[src/rtl/vision_pkg.sv]
// Shared frame geometry and pixel tag types for the vision stream stages.
package vision_pkg;

  localparam int unsigned DefaultFrameWidth  = 160;
  localparam int unsigned DefaultFrameHeight = 120;

  // Width of a coordinate that indexes 0..n-1; never narrower than one bit.
  function automatic int unsigned coord_width(input int unsigned n);
    return (n <= 1) ? 1 : $clog2(n);
  endfunction

  localparam int unsigned DefaultXWidth = coord_width(DefaultFrameWidth);
  localparam int unsigned DefaultYWidth = coord_width(DefaultFrameHeight);

  typedef struct packed {
    logic [DefaultXWidth-1:0] x;
    logic [DefaultYWidth-1:0] y;
    logic                     sof;
    logic                     eol;
    logic                     eof;
  } pixel_tag_t;

endpackage

[src/rtl/counter.sv]
// Generic up/down counter with synchronous active-high reset; wraps at both ends.
module counter #(
  parameter int unsigned width_p = 8
) (
  input  logic               clk_i,
  input  logic               reset_i,
  input  logic               up_i,
  input  logic               down_i,
  output logic [width_p-1:0] count_o
);

  logic [width_p-1:0] r_count;

  always_ff @(posedge clk_i) begin
    if (reset_i) begin
      r_count <= '0;
    end else if (up_i && !down_i) begin
      r_count <= r_count + width_p'(1);
    end else if (down_i && !up_i) begin
      r_count <= r_count - width_p'(1);
    end
  end

  assign count_o = r_count;

endmodule

[src/rtl/raster_position_tracker.sv]
// Tags a ready/valid pixel stream with raster coordinates and frame flags,
// holding the result in a single-entry output register.
module raster_position_tracker
  import vision_pkg::*;
#(
  parameter int unsigned width_p             = 8,
  parameter int unsigned frame_width_p       = DefaultFrameWidth,
  parameter int unsigned frame_height_p      = DefaultFrameHeight,
  parameter int unsigned frame_count_width_p = 8
) (
  input  logic                                     clk_i,
  input  logic                                     reset_i,
  input  logic                                     resync_i,
  input  logic                                     valid_i,
  input  logic [width_p-1:0]                       data_i,
  output logic                                     ready_o,
  output logic                                     valid_o,
  output logic [width_p-1:0]                       data_o,
  output logic [coord_width(frame_width_p)-1:0]    x_o,
  output logic [coord_width(frame_height_p)-1:0]   y_o,
  output logic                                     sof_o,
  output logic                                     eol_o,
  output logic                                     eof_o,
  input  logic                                     ready_i,
  output logic [frame_count_width_p-1:0]           frame_count_o
);

  localparam int unsigned XW = coord_width(frame_width_p);
  localparam int unsigned YW = coord_width(frame_height_p);
  localparam logic [XW-1:0] XLast = XW'(frame_width_p - 1);
  localparam logic [YW-1:0] YLast = YW'(frame_height_p - 1);

  logic [XW-1:0]      r_xn, r_x;
  logic [YW-1:0]      r_yn, r_y;
  logic               r_valid, r_sof, r_eol, r_eof;
  logic [width_p-1:0] r_data;

  logic          w_accept, w_send;
  logic [XW-1:0] w_xc;
  logic [YW-1:0] w_yc;
  logic          w_sof, w_eol, w_eof;

  // Reset forces ready high but blocks the accept so nothing is committed.
  assign ready_o  = reset_i | ~r_valid | ready_i;
  assign w_accept = valid_i & ready_o & ~reset_i;
  assign w_send   = r_valid & ready_i;

  always_comb begin
    w_xc  = resync_i ? '0 : r_xn;
    w_yc  = resync_i ? '0 : r_yn;
    w_sof = (w_xc == '0) && (w_yc == '0);
    w_eol = (w_xc == XLast);
    w_eof = w_eol && (w_yc == YLast);
  end

  always_ff @(posedge clk_i) begin
    if (reset_i) begin
      r_valid <= 1'b0;
      r_data  <= '0;
      r_x     <= '0;
      r_y     <= '0;
      r_sof   <= 1'b0;
      r_eol   <= 1'b0;
      r_eof   <= 1'b0;
    end else if (w_accept) begin
      r_valid <= 1'b1;
      r_data  <= data_i;
      r_x     <= w_xc;
      r_y     <= w_yc;
      r_sof   <= w_sof;
      r_eol   <= w_eol;
      r_eof   <= w_eof;
    end else if (w_send) begin
      r_valid <= 1'b0;
    end
  end

  // Next-coordinate counters: wrap to zero at line and frame ends.
  always_ff @(posedge clk_i) begin
    if (reset_i) begin
      r_xn <= '0;
      r_yn <= '0;
    end else if (w_accept) begin
      if (w_eol) begin
        r_xn <= '0;
        r_yn <= w_eof ? '0 : w_yc + YW'(1);
      end else begin
        r_xn <= w_xc + XW'(1);
        r_yn <= w_yc;
      end
    end else if (resync_i) begin
      r_xn <= '0;
      r_yn <= '0;
    end
  end

  counter #(
    .width_p (frame_count_width_p)
  ) u_frame_counter (
    .clk_i   (clk_i),
    .reset_i (reset_i),
    .up_i    (w_accept & w_eof),
    .down_i  (1'b0),
    .count_o (frame_count_o)
  );

  assign valid_o = r_valid;
  assign data_o  = r_data;
  assign x_o     = r_x;
  assign y_o     = r_y;
  assign sof_o   = r_sof;
  assign eol_o   = r_eol;
  assign eof_o   = r_eof;

endmodule

[config.mk]
export PLATFORM = sky130hd
export DESIGN_NAME = raster_position_tracker
export DESIGN_NICKNAME = d
export VERILOG_FILES = /design/src/rtl/vision_pkg.sv /design/src/rtl/counter.sv /design/src/rtl/raster_position_tracker.sv
export SDC_FILE = /design/constraint.sdc
export NUM_CORES = 1
export LEC_CHECK = 0
export BUFFER_PORTS_ARGS = -buffer_cell sky130_fd_sc_hd__buf_2
export CAP_MARGIN = 20
export CORE_MARGIN = 2
export CORE_UTILIZATION = 48
export CTS_CLUSTER_DIAMETER = 80
export DETAILED_ROUTE_END_ITERATION = 7
export PLACE_DENSITY = 0.81
export SLEW_MARGIN = 20
export SYNTH_ARGS = -nofsm -noshare
export SYNTH_HDL_FRONTEND = slang
export SYNTH_SLANG_ARGS = --single-unit
[constraint.sdc]
create_clock -name clk_i -period 3 [get_ports clk_i]
set_input_delay 0.9 -clock clk_i [delete_from_list [all_inputs] [get_ports clk_i]]
set_output_delay 0.9 -clock clk_i [all_outputs]
set_load 0.1 [all_outputs]
==> results of run 1 <==
## tightest hold or removal path: cells and delay by family (launching register included)
family / cells / cell delay (ns)
flip-flops: 1 / 0.32
AO/OA/AOI/OAI: 1 / 0.05
AND/OR/NAND/NOR: 1 / 0.05
## layout by cell type, fill, tap and decap left out, types with 3 or more instances in the layout
cell and count:
o21ai_0 10, nor4_1 8, nand2b_1 3, nand4_1 5
ha_1 5, nor2b_1 12, nand3_1 28, xnor2_1 4
nor2_1 16, a21oi_1 9, nand2_1 51, clkbuf_8 5
nor3_1 7, mux2_1 6, buf_2 47, dfxtp_1 50
buf_4 17, inv_1 4
## registers in the layout, indices dropped and copies added, names as in the netlist, 7 cells and up
| signal | cells |
|---|---|
| data_o | 8 |
| r_xn | 8 |
| u_frame_counter.count_o | 8 |
| x_o | 8 |
| r_yn | 7 |
| y_o | 7 |
## routing by layer
layer  part of all wire  global-route usage  vias to the layer above
met2               0.44               0.309                       81
met4              0.013              0.0823                        0
met3              0.072              0.0414                        7
met5                  0                   0                        -
met1               0.48               0.285                      983
li1                   -                   -                     1069
## final cells by class
cell class | instances | share of cell area
multi-input cells | 200 | 0.425
flip-flops and latches | 50 | 0.366
repair buffers | 65 | 0.140
clock buffers | 5 | 0.0251
well taps | 52 | 0.0238
clock inverters | 3 | 0.0105
inverters | 7 | 0.00960
## worst min path at each step
stage / endpoint / slack, ns / cells past startpoint
2_1_floorplan: x_o[6] / 0.48 / 2
4_1_cts: x_o[5] / 0.46 / 2
5_1_grt: y_o[0] / 0.48 / 2
6_report: x_o[5] / 0.46 / 2
3_5_place_dp: data_o[6] / 0.45 / 2
3_3_place_gp: data_o[7] / 0.44 / 2
## stage by stage
stage	hold WS, ns	cell area [sq um]	TNS, ns
finish	0.455	2740	0
global route	0.483	2740	0
global placement	0.438	2640	0
floorplan	0.482	2270	0
detailed placement	0.445	2640	-0.00281
CTS	0.461	2740	0
## synth_stat cells (2+ instances only)
cell type / count
o21ai_1: 2
nor2_1: 16
o21ai_0: 10
nand4b_1: 2
buf_2: 3
nand3b_1: 2
and4b_1: 2
xor2_1: 2
mux2_1: 6
nand2b_1: 3
ha_1: 5
xnor2_1: 4
a211oi_1: 2
dfxtp_1: 50
a21oi_1: 9
nor3_1: 7
inv_2: 2
clkbuf_1: 12
nor2b_1: 12
nor4_1: 8
inv_1: 4
mux2i_1: 2
nand3_1: 28
and3_1: 2
nand4_1: 5
o31ai_1: 2
a41o_1: 2
nand2_1: 52
## kinds of logic (layout without fill, tap and decap cells)
kind of cell	after synthesis	in the layout	share of synthesized area
xor gates and xnor gates	6	6	0.0232
and+or+nand+nor	145	145	0.318
muxes	8	8	0.0387
adders and majority gates	5	5	0.0276
AOI/OAI and AO/OA	36	36	0.105
DFF	50	50	0.442
buffers and inverters	24	80	0.0448
## where the power goes
part | internal, mW | total (mW) | switching (mW)
combinational | 0.0351 | 0.161 | 0.126
clock | 0.175 | 0.421 | 0.246
sequential | 0.674 | 0.679 | 0.00482
total | 0.884 | 1.26 | 0.377
==> flow_summary_export.csv, run 1 <==
group,metric,value,unit
global_route,grt_pass1_wl,8540,microns
floorplanning,core_area,4440,sq um
floorplanning,fp.dieH,72.7,microns
global_route,grt_max_degree,31,
cells_and_area,seqCellArea,1000,sq um
floorplanning,ios,49,
worst_setup_path,crit_arrival,2.91,ns
place,gp_congestion,0.886,
synth,synthDistinctLibCells,46,
place,place_inst,374,
sta,min_period_over_period,0.902,
worst_hold_path,hp-start,"x_o[5]",
global_route,grt-ovfl-total,0,
worst_setup_path,r2r-start,"r_xn[0]",
cts,cts_tree,"done",
route,drtAntennaViolNets,0,
route,wl_per_cell,13.3,microns
worst_setup_path,slowest_stage,"or3_1",
route,vias_per_cell,5.60,
route,routed_wl,5080,microns
place,place_ws,-0.00281,ns
cts,cts_htree_levels,2,
worst_setup_path,critPathLaunchType,"input pin",
sta,max_freq,369,MHz
route,via_count,2140,
worst_setup_path,cp.depth,7,
worst_setup_path,cp_top_family,"simple AND/OR/NAND/NOR gates",
global_route,grt_pass1_vias,1902,
route,drtIter0Drc,147,
synth,synth_cells,274,
synth,ys.flop_type,"dfxtp_1",
worst_setup_path,reg2reg_slack,0.66,ns
cts,cts_inserted_buffers,5,
worst_hold_path,holdCritPathClass,"reg2reg",
cts,cts_root_buf,"clkbuf_8",
cells_and_area,final.fill_count,405,
cells_and_area,drive_above_1_share,0.239,
synth,ys_seq_area_frac,0.442,
cells_and_area,multi_input_area,1160,sq um
worst_setup_path,cp_max_fo,14,
cts,cts_setup_buffers,0,
cells_and_area,final_util,0.616,
sta,tightest_slew,0.537,ns
sta,setup_violations,0,
route,drc,0,
sta,rsz0062_at_grt,"no",
global_route,groute.usage.overall,0.204,
flow_run,maxCapViolCount,0,
worst_setup_path,r2r_end,"u_frame_counter.count_o[4]",
sta,layout_setup_ws,0.293,ns
worst_setup_path,endpoint_kind,"register",
worst_setup_path,rr_worst_depth,6,
cts,cts_sinks,50,
pwr,finalPower,1.26,mW
cells_and_area,area_delta_synth_final,20.9,%
synth,synth_top_area_frac,0.442,
synth,synth_top_area_cell,"dfxtp_1",
worst_setup_path,cp.required,3.21,ns
sta,slew_viol_final,0,
cts,clkTransAtPathRegs,0.10,ns
worst_setup_path,crit_start,"resync_i",
worst_setup_path,cpPeakStageDelay,0.57,ns
synth,ys_seq_elements,50,
cells_and_area,nets,347,
synth,netlist_top_cells_area,"dfxtp_1 44%, nand2_1 8.6%, nand3_1 6.2%, nor2b_1 3.3%, mux2_1 3.0%",
floorplanning,chipWidth,72.7,microns
worst_setup_path,path_buf_inv,1,
worst_setup_path,critPathCapture,"u_frame_counter.count_o[4]",
synth,synth_warnings,0,
global_route,antenna_found_initial,0,
pwr,ir_drop,252,uV
pwr,pwr_density_cell,461,nW/um^2
pwr,leakage,1.19,nW
floorplanning,die_area,5280,sq um
synth,synth_nets,292,
cts,insertion_delay,0.31,ns
route,first_pass_iters,4,
cells_and_area,finalNonFillerCells,382,
cells_and_area,antenna_cells,0,
floorplanning,rows,24,
synth,postSynthAreaPerCell,8.26,sq um
cts,cts_max_path_buffers,2,
synth,synthArstFlopShare,0,
sta,clock_skew,0.00911,ns
sta,period_minus_slack,2.71,ns
cts,ctsResizeCount,0,
synth,synth_area,2260,sq um
run_status,outcome,"finished clean",
sta,maxSlewHeadroom,0.639,
place,dp_hpwl,3640,microns
worst_setup_path,crit_path_cell_trace,"buf_2 > nor2b_1 > ha_1 > nand4b_1 > or3_1 > nor4_1 > mux2_1",
place,portBuffers,48,
cts,cts_hold_buf,0,
sta,finalHoldViolCount,0,
synth,synth_edf_count,0,
floorplanning,start_util,0.509,
worst_setup_path,crit_type,"in2reg",
Note: power is estimated with default switching activity, not from simulation.
==> run 2, diff against run 1 <==
--- a/config.mk
+++ b/config.mk
@@ -8,10 +8,10 @@
 export BUFFER_PORTS_ARGS = -buffer_cell sky130_fd_sc_hd__buf_2
 export CAP_MARGIN = 20
 export CORE_MARGIN = 2
-export CORE_UTILIZATION = 48
+export CORE_UTILIZATION = 40
 export CTS_CLUSTER_DIAMETER = 80
 export DETAILED_ROUTE_END_ITERATION = 7
-export PLACE_DENSITY = 0.81
+export PLACE_DENSITY = 0.7
 export SLEW_MARGIN = 20
 export SYNTH_ARGS = -nofsm -noshare
 export SYNTH_HDL_FRONTEND = slang
==> run 2 against run 1 <==
Against the previous run:
- combinational power is essentially flat
- final cell count grew 4.5%
- final area is 0.64% higher
- hold slack barely moved
- sequential share of layout area fell by 0.23 points
- critical path type is now in2out
- via count down 5.5%
- clock-buffer cell count unchanged
- routed wire length rose by 2.3%
==> flow_summary_export.csv, run 2 (synthesis results as in run 1) <==
group,metric,value,unit
sta,worst_hold_slack,0.455,ns
sta,rsz0062_at_grt,"no",
global_route,groute.usage.overall,0.172,
floorplanning,fp.dieH,79.2,microns
cells_and_area,final_util,0.503,
route,vias_per_cell,5.07,
route,wl_met1,2650,microns
sta,finalHoldViolCount,0,
route,drc,0,
cells_and_area,nets,344,
cts,cts_htree_levels,2,
run_status,outcome,"finished clean",
sta,maxSlewHeadroom,0.605,
place,portBuffers,48,
floorplanning,ios,49,
place,postPlaceCellArea,2640,sq um
route,drtAntennaViolNets,0,
sta,max_freq,368,MHz
floorplanning,core_area,5470,sq um
cells_and_area,antenna_cells,0,
route,first_pass_iters,4,
route,highest_layer,"met4",
cells_and_area,drive_above_1_share,0.232,
worst_setup_path,endpoint_kind,"primary output",
sta,slew_viol_final,0,
cts,cts_sinks,50,
cts,cts_inserted_buffers,5,
cells_and_area,finalNonFillerCells,399,
route,via_count,2022,
global_route,grt_max_degree,37,
route,routed_wl,5190,microns
sta,min_period_over_period,0.907,
place,place_inst,391,
sta,setup_violations,0,
cells_and_area,mostFrequentLayoutCells,"51 x nand2_1, 50 x dfxtp_1, 47 x buf_2",
cts,ctsResizeCount,0,
cts,cts_root_buf,"clkbuf_8",
route,drtIter0Drc,159,
floorplanning,chipWidth,79.2,microns
route,wl_per_cell,13.0,microns
worst_setup_path,cp_max_fo,8,
cells_and_area,layout_commonest_cell,"nand2_1",
worst_setup_path,cp.required,2.10,ns
worst_setup_path,slowest_stage,"nor2b_1",
place,place_ws,-0.0115,ns
cts,cts_tree,"done",
cts,insertion_delay,0.31,ns
pwr,leakage,1.18,nW
cts,cts_max_path_buffers,2,
sta,period_minus_slack,2.72,ns
cts,clkTransAtPathRegs,0.10,ns
pwr,ir_drop,276,uV
cts,cts_hold_buf,0,
route,met2_length,2220,microns
global_route,grt_pass1_wl,8510,microns
worst_setup_path,critPathLaunchType,"input pin",
pwr,finalPower,1.32,mW
pwr,pwr_density_cell,480,nW/um^2
floorplanning,start_util,0.414,
global_route,grt-ovfl-total,0,
sta,layout_setup_ws,0.280,ns
sta,tightest_slew,0.591,ns
sta,clock_skew,0.0105,ns
worst_setup_path,crit_arrival,1.82,ns
sta,fin_tns_setup,0,ns
flow_run,maxCapViolCount,0,
worst_setup_path,crit_path_cell_trace,"buf_2 > nor2b_1 > nand2_2 > buf_12",
global_route,antenna_found_initial,0,
route,route.met3.wl,262,microns
cts,cts_setup_buffers,0,
cells_and_area,area_delta_synth_final,21.7,%
worst_setup_path,crit_type,"in2out",
global_route,grt_pass1_vias,1754,
floorplanning,die_area,6280,sq um
floorplanning,rows,27,
place,dp_hpwl,3640,microns
place,gp_congestion,0.896,
worst_hold_path,holdCritPathClass,"reg2reg",
worst_setup_path,cpPeakStageDelay,0.47,ns
cells_and_area,design_area,2750,sq um
## run 2: cell count changes in the layout (fill, tap and decap cells not counted), sizes merged
cell | previous run | this run
buf | 65 | 62
inv | 8 | 7
bufinv | 0 | 1
## run 2: final timing paths
kind	from	endpoint	slack, ns	cells past startpoint
worst min register to register	data_o[5]	data_o[5]	0.46	2
worst max-delay path	ready_i	ready_o	0.28	4
worst max register to register	r_xn[0]	u_frame_counter.count_o[6]	0.70	6
worst min-delay path	data_o[5]	data_o[5]	0.46	2
## run 2: area by class of cell
| type | instances | area (sq um) |
|---|---|---|
| inverter | 7 | 26.3 |
| fill | 538 | 2720 |
| timing repair buffer | 62 | 360 |
| tap | 72 | 90.1 |
| clock inverter | 3 | 43.8 |
| sequential | 50 | 1000 |
| multi-input combinational | 200 | 1160 |
| clock buffer | 5 | 68.8 |
## run 2: where the power goes
part | leakage [nW] | switching, mW | internal, mW | total (mW)
clock | 0.0585 | 0.235 | 0.250 | 0.485
sequential | 0.405 | 0.00494 | 0.674 | 0.679
combinational | 0.721 | 0.126 | 0.0325 | 0.158
total | 1.18 | 0.366 | 0.957 | 1.32
## run 2: worst max-delay path: cells and delay by family
family                 cells  cell delay [ns]
and+or+nand+nor            2             0.62
buffers and inverters      2             0.30
## run 2: metal layers
| metal | vias up | track usage |
|---|---|---|
| li1 | 1063 | - |
| met1 | 892 | 0.252 |
| met2 | 60 | 0.248 |
| met3 | 7 | 0.0386 |
| met4 | 0 | 0.0586 |
| met5 | - | 0 |
==> run 3, diff against run 2 <==
--- a/config.mk
+++ b/config.mk
@@ -5,6 +5,7 @@
 export SDC_FILE = /design/constraint.sdc
 export NUM_CORES = 1
 export LEC_CHECK = 0
+export ABC_AREA = 1
 export BUFFER_PORTS_ARGS = -buffer_cell sky130_fd_sc_hd__buf_2
 export CAP_MARGIN = 20
 export CORE_MARGIN = 2
==> run 3 against run 2 <==
Against the previous run:
- register-to-register slack better by 0.45 ns
- routed wire length is 2.4% lower
- maximum frequency increased by 8.8%
- clock-buffer cell count rose by 1
- final cell count grew 5.5%
- non-clock buffer count shrank 11
- first-iteration DRC count is 14% lower
- sequential power grew 0.9%
- die area decreased by 0.74%
- sequential share of layout area rose by 1.2 points
- global-route usage increased by 0.26 points
- critical endpoint is now u_frame_counter.count_o[7]
- largest cell class unchanged
- largest power group unchanged
- highest routed layer unchanged
==> flow_summary_export.csv, run 3 <==
group,metric,value,unit
run_status,outcome,"finished clean",
cells_and_area,finalNonFillerCells,421,
synth,synth.most_common_cell,"nand2_1",
cells_and_area,antenna_cells,0,
global_route,antenna_found_initial,0,
floorplanning,start_util,0.410,
sta,period_minus_slack,2.50,ns
worst_hold_path,holdCritPathClass,"reg2reg",
synth,synth_warnings,0,
synth,synthDistinctLibCells,30,
sta,min_period_over_period,0.833,
sta,rsz0062_at_grt,"no",
synth,synth_top_area_cell,"dfxtp_1",
worst_setup_path,crit_type,"in2reg",
route,via_count,2008,
synth,ys_seq_elements,50,
global_route,grt-ovfl-total,0,
route,drtIter0Drc,137,
route,vias_per_cell,4.77,
synth,synth_cells,303,
floorplanning,chipWidth,78.9,microns
pwr,leakage,1.23,nW
place,place_inst,413,
worst_setup_path,cp_max_fo,16,
flow_run,maxCapViolCount,0,
worst_hold_path,holdPathStages,2,
cts,cts_root_buf,"clkbuf_8",
worst_setup_path,cp.required,3.19,ns
cts,cts_max_path_buffers,2,
cts,cts_sinks,50,
global_route,groute.usage.overall,0.175,
worst_hold_path,hp-start,"x_o[2]",
synth,synth_edf_count,0,
cells_and_area,mostFrequentLayoutCells,"65 x nand2_1, 50 x dfxtp_1, 47 x buf_2",
synth,ys_seq_area_frac,0.446,
worst_setup_path,endpoint_kind,"register",
synth,ys.flop_type,"dfxtp_1",
sta,tightest_slew,0.788,ns
cts,cts_htree_levels,2,
cts,clkTransAtPathRegs,0.09,ns
synth,netlist_top_cells_area,"dfxtp_1 45%, nand2_1 11%, nor2_1 7.2%, o21ai_0 5.6%, inv_1 5.2%",
worst_setup_path,rr_worst_depth,10,
sta,maxSlewHeadroom,0.474,
place,portBuffers,48,
sta,max_freq,400,MHz
route,routed_wl,5070,microns
cts,ctsResizeCount,0,
synth,synthArstFlopShare,0,
sta,finalHoldViolCount,0,
floorplanning,fp.dieH,78.9,microns
place,gp_congestion,0.917,
worst_setup_path,crit_start,"resync_i",
floorplanning,ios,49,
route,first_pass_iters,6,
global_route,grt_max_degree,35,
pwr,pwr_density_cell,541,nW/um^2
synth,postSynthAreaPerCell,7.41,sq um
route,wl_per_cell,12.0,microns
worst_setup_path,crit_arrival,2.69,ns
cts,cts_inserted_buffers,5,
synth,synth_top_area_frac,0.446,
sta,slew_viol_final,0,
synth,synth_common_cells,"65 x nand2_1, 50 x dfxtp_1, 43 x nor2_1, 31 x inv_1, 25 x o21ai_0",
cts,insertion_delay,0.30,ns
cts,cts_tree,"done",
floorplanning,die_area,6230,sq um
sta,fin_tns_setup,0,ns
worst_setup_path,r2r-start,"r_xn[1]",
place,dp_hpwl,3600,microns
global_route,grt_pass1_wl,8630,microns
floorplanning,rows,27,
cells_and_area,layout_commonest_cell,"nand2_1",
sta,worst_hold_slack,0.477,ns
sta,setup_violations,0,
cells_and_area,final_util,0.487,
sta,clock_skew,0.0119,ns
synth,synth_area,2250,sq um
global_route,grt_pass1_vias,1934,
synth,synth_nets,321,
pwr,ir_drop,310,uV
cts,cts_setup_buffers,0,
cells_and_area,area_delta_synth_final,18.7,%
route,drtAntennaViolNets,0,
route,drc,0,
cts,cts_hold_buf,0,
cells_and_area,nets,366,
floorplanning,core_area,5470,sq um
worst_setup_path,critPathLaunchType,"input pin",
cells_and_area,drive_above_1_share,0.209,
[run 3: worst paths after layout]
path,endpoint,slack (ns)
max,u_frame_counter.count_o[7],0.50
min,x_o[2],0.48
max reg2reg,u_frame_counter.count_o[7],1.15
min reg2reg,x_o[2],0.48
[run 3: cells by family after synthesis]
logic type / after synthesis / synth area share
AND/OR/NAND/NOR: 150 / 0.297
buffers and inverters: 46 / 0.0980
flip-flops: 50 / 0.446
XOR/XNOR: 3 / 0.0117
AO/OA/AOI/OAI: 49 / 0.119
adder cells (fa/ha/maj): 5 / 0.0279
[run 3: layer usage]
| layer | share of wire | track usage | routed length (microns) | vias to the layer above |
|---|---|---|---|---|
| met5 | 0 | 0 | 0 | - |
| met4 | 0.020 | 0.0862 | 100 | 0 |
| met3 | 0.047 | 0.0341 | 238 | 10 |
| met2 | 0.46 | 0.288 | 2350 | 58 |
| met1 | 0.47 | 0.219 | 2380 | 879 |
| li1 | - | - | - | 1061 |
[run 3: layout make-up]
class | instances | area (sq um)
Multi-Input combinational cell | 207 | 1020
Clock inverter | 2 | 60.1
Clock buffer | 6 | 82.6
Sequential cell | 50 | 1000
Fill cell | 556 | 2810
Tap cell | 72 | 90.1
Inverter | 33 | 129
Timing Repair Buffer | 51 | 278
[run 3: report_power, final]
part           internal, mW  leakage [nW]  total, mW  switching (mW)
clock network         0.356        0.0714      0.580           0.225
registers             0.678         0.406      0.685         0.00707
logic                0.0308         0.754      0.178           0.147
total                  1.06          1.23       1.44           0.379
[run 3: per-stage QoR]
stage / cell area (sq um) / worst slack (ns) / power (mW)
floorplan: 2250 / 0.181 / 0.848
global placement: 2520 / 0.292 / 0.877
detailed placement: 2520 / 0.172 / 0.879
CTS: 2670 / 0.498 / 1.45
global route: 2670 / 0.274 / 1.49
finish: 2670 / 0.501 / 1.44
[run 3: critical path: stages]
cell and delay [ns]:
buf_2 0.13, inv_2 0.19, nand2_1 0.16, inv_1 0.09
ha_1 0.19, nand2_1 0.12, nor2_4 0.14, nand3_2 0.18
nor2_4 0.35, nand3_1 0.11, nand2_1 0.08, nor2_1 0.04
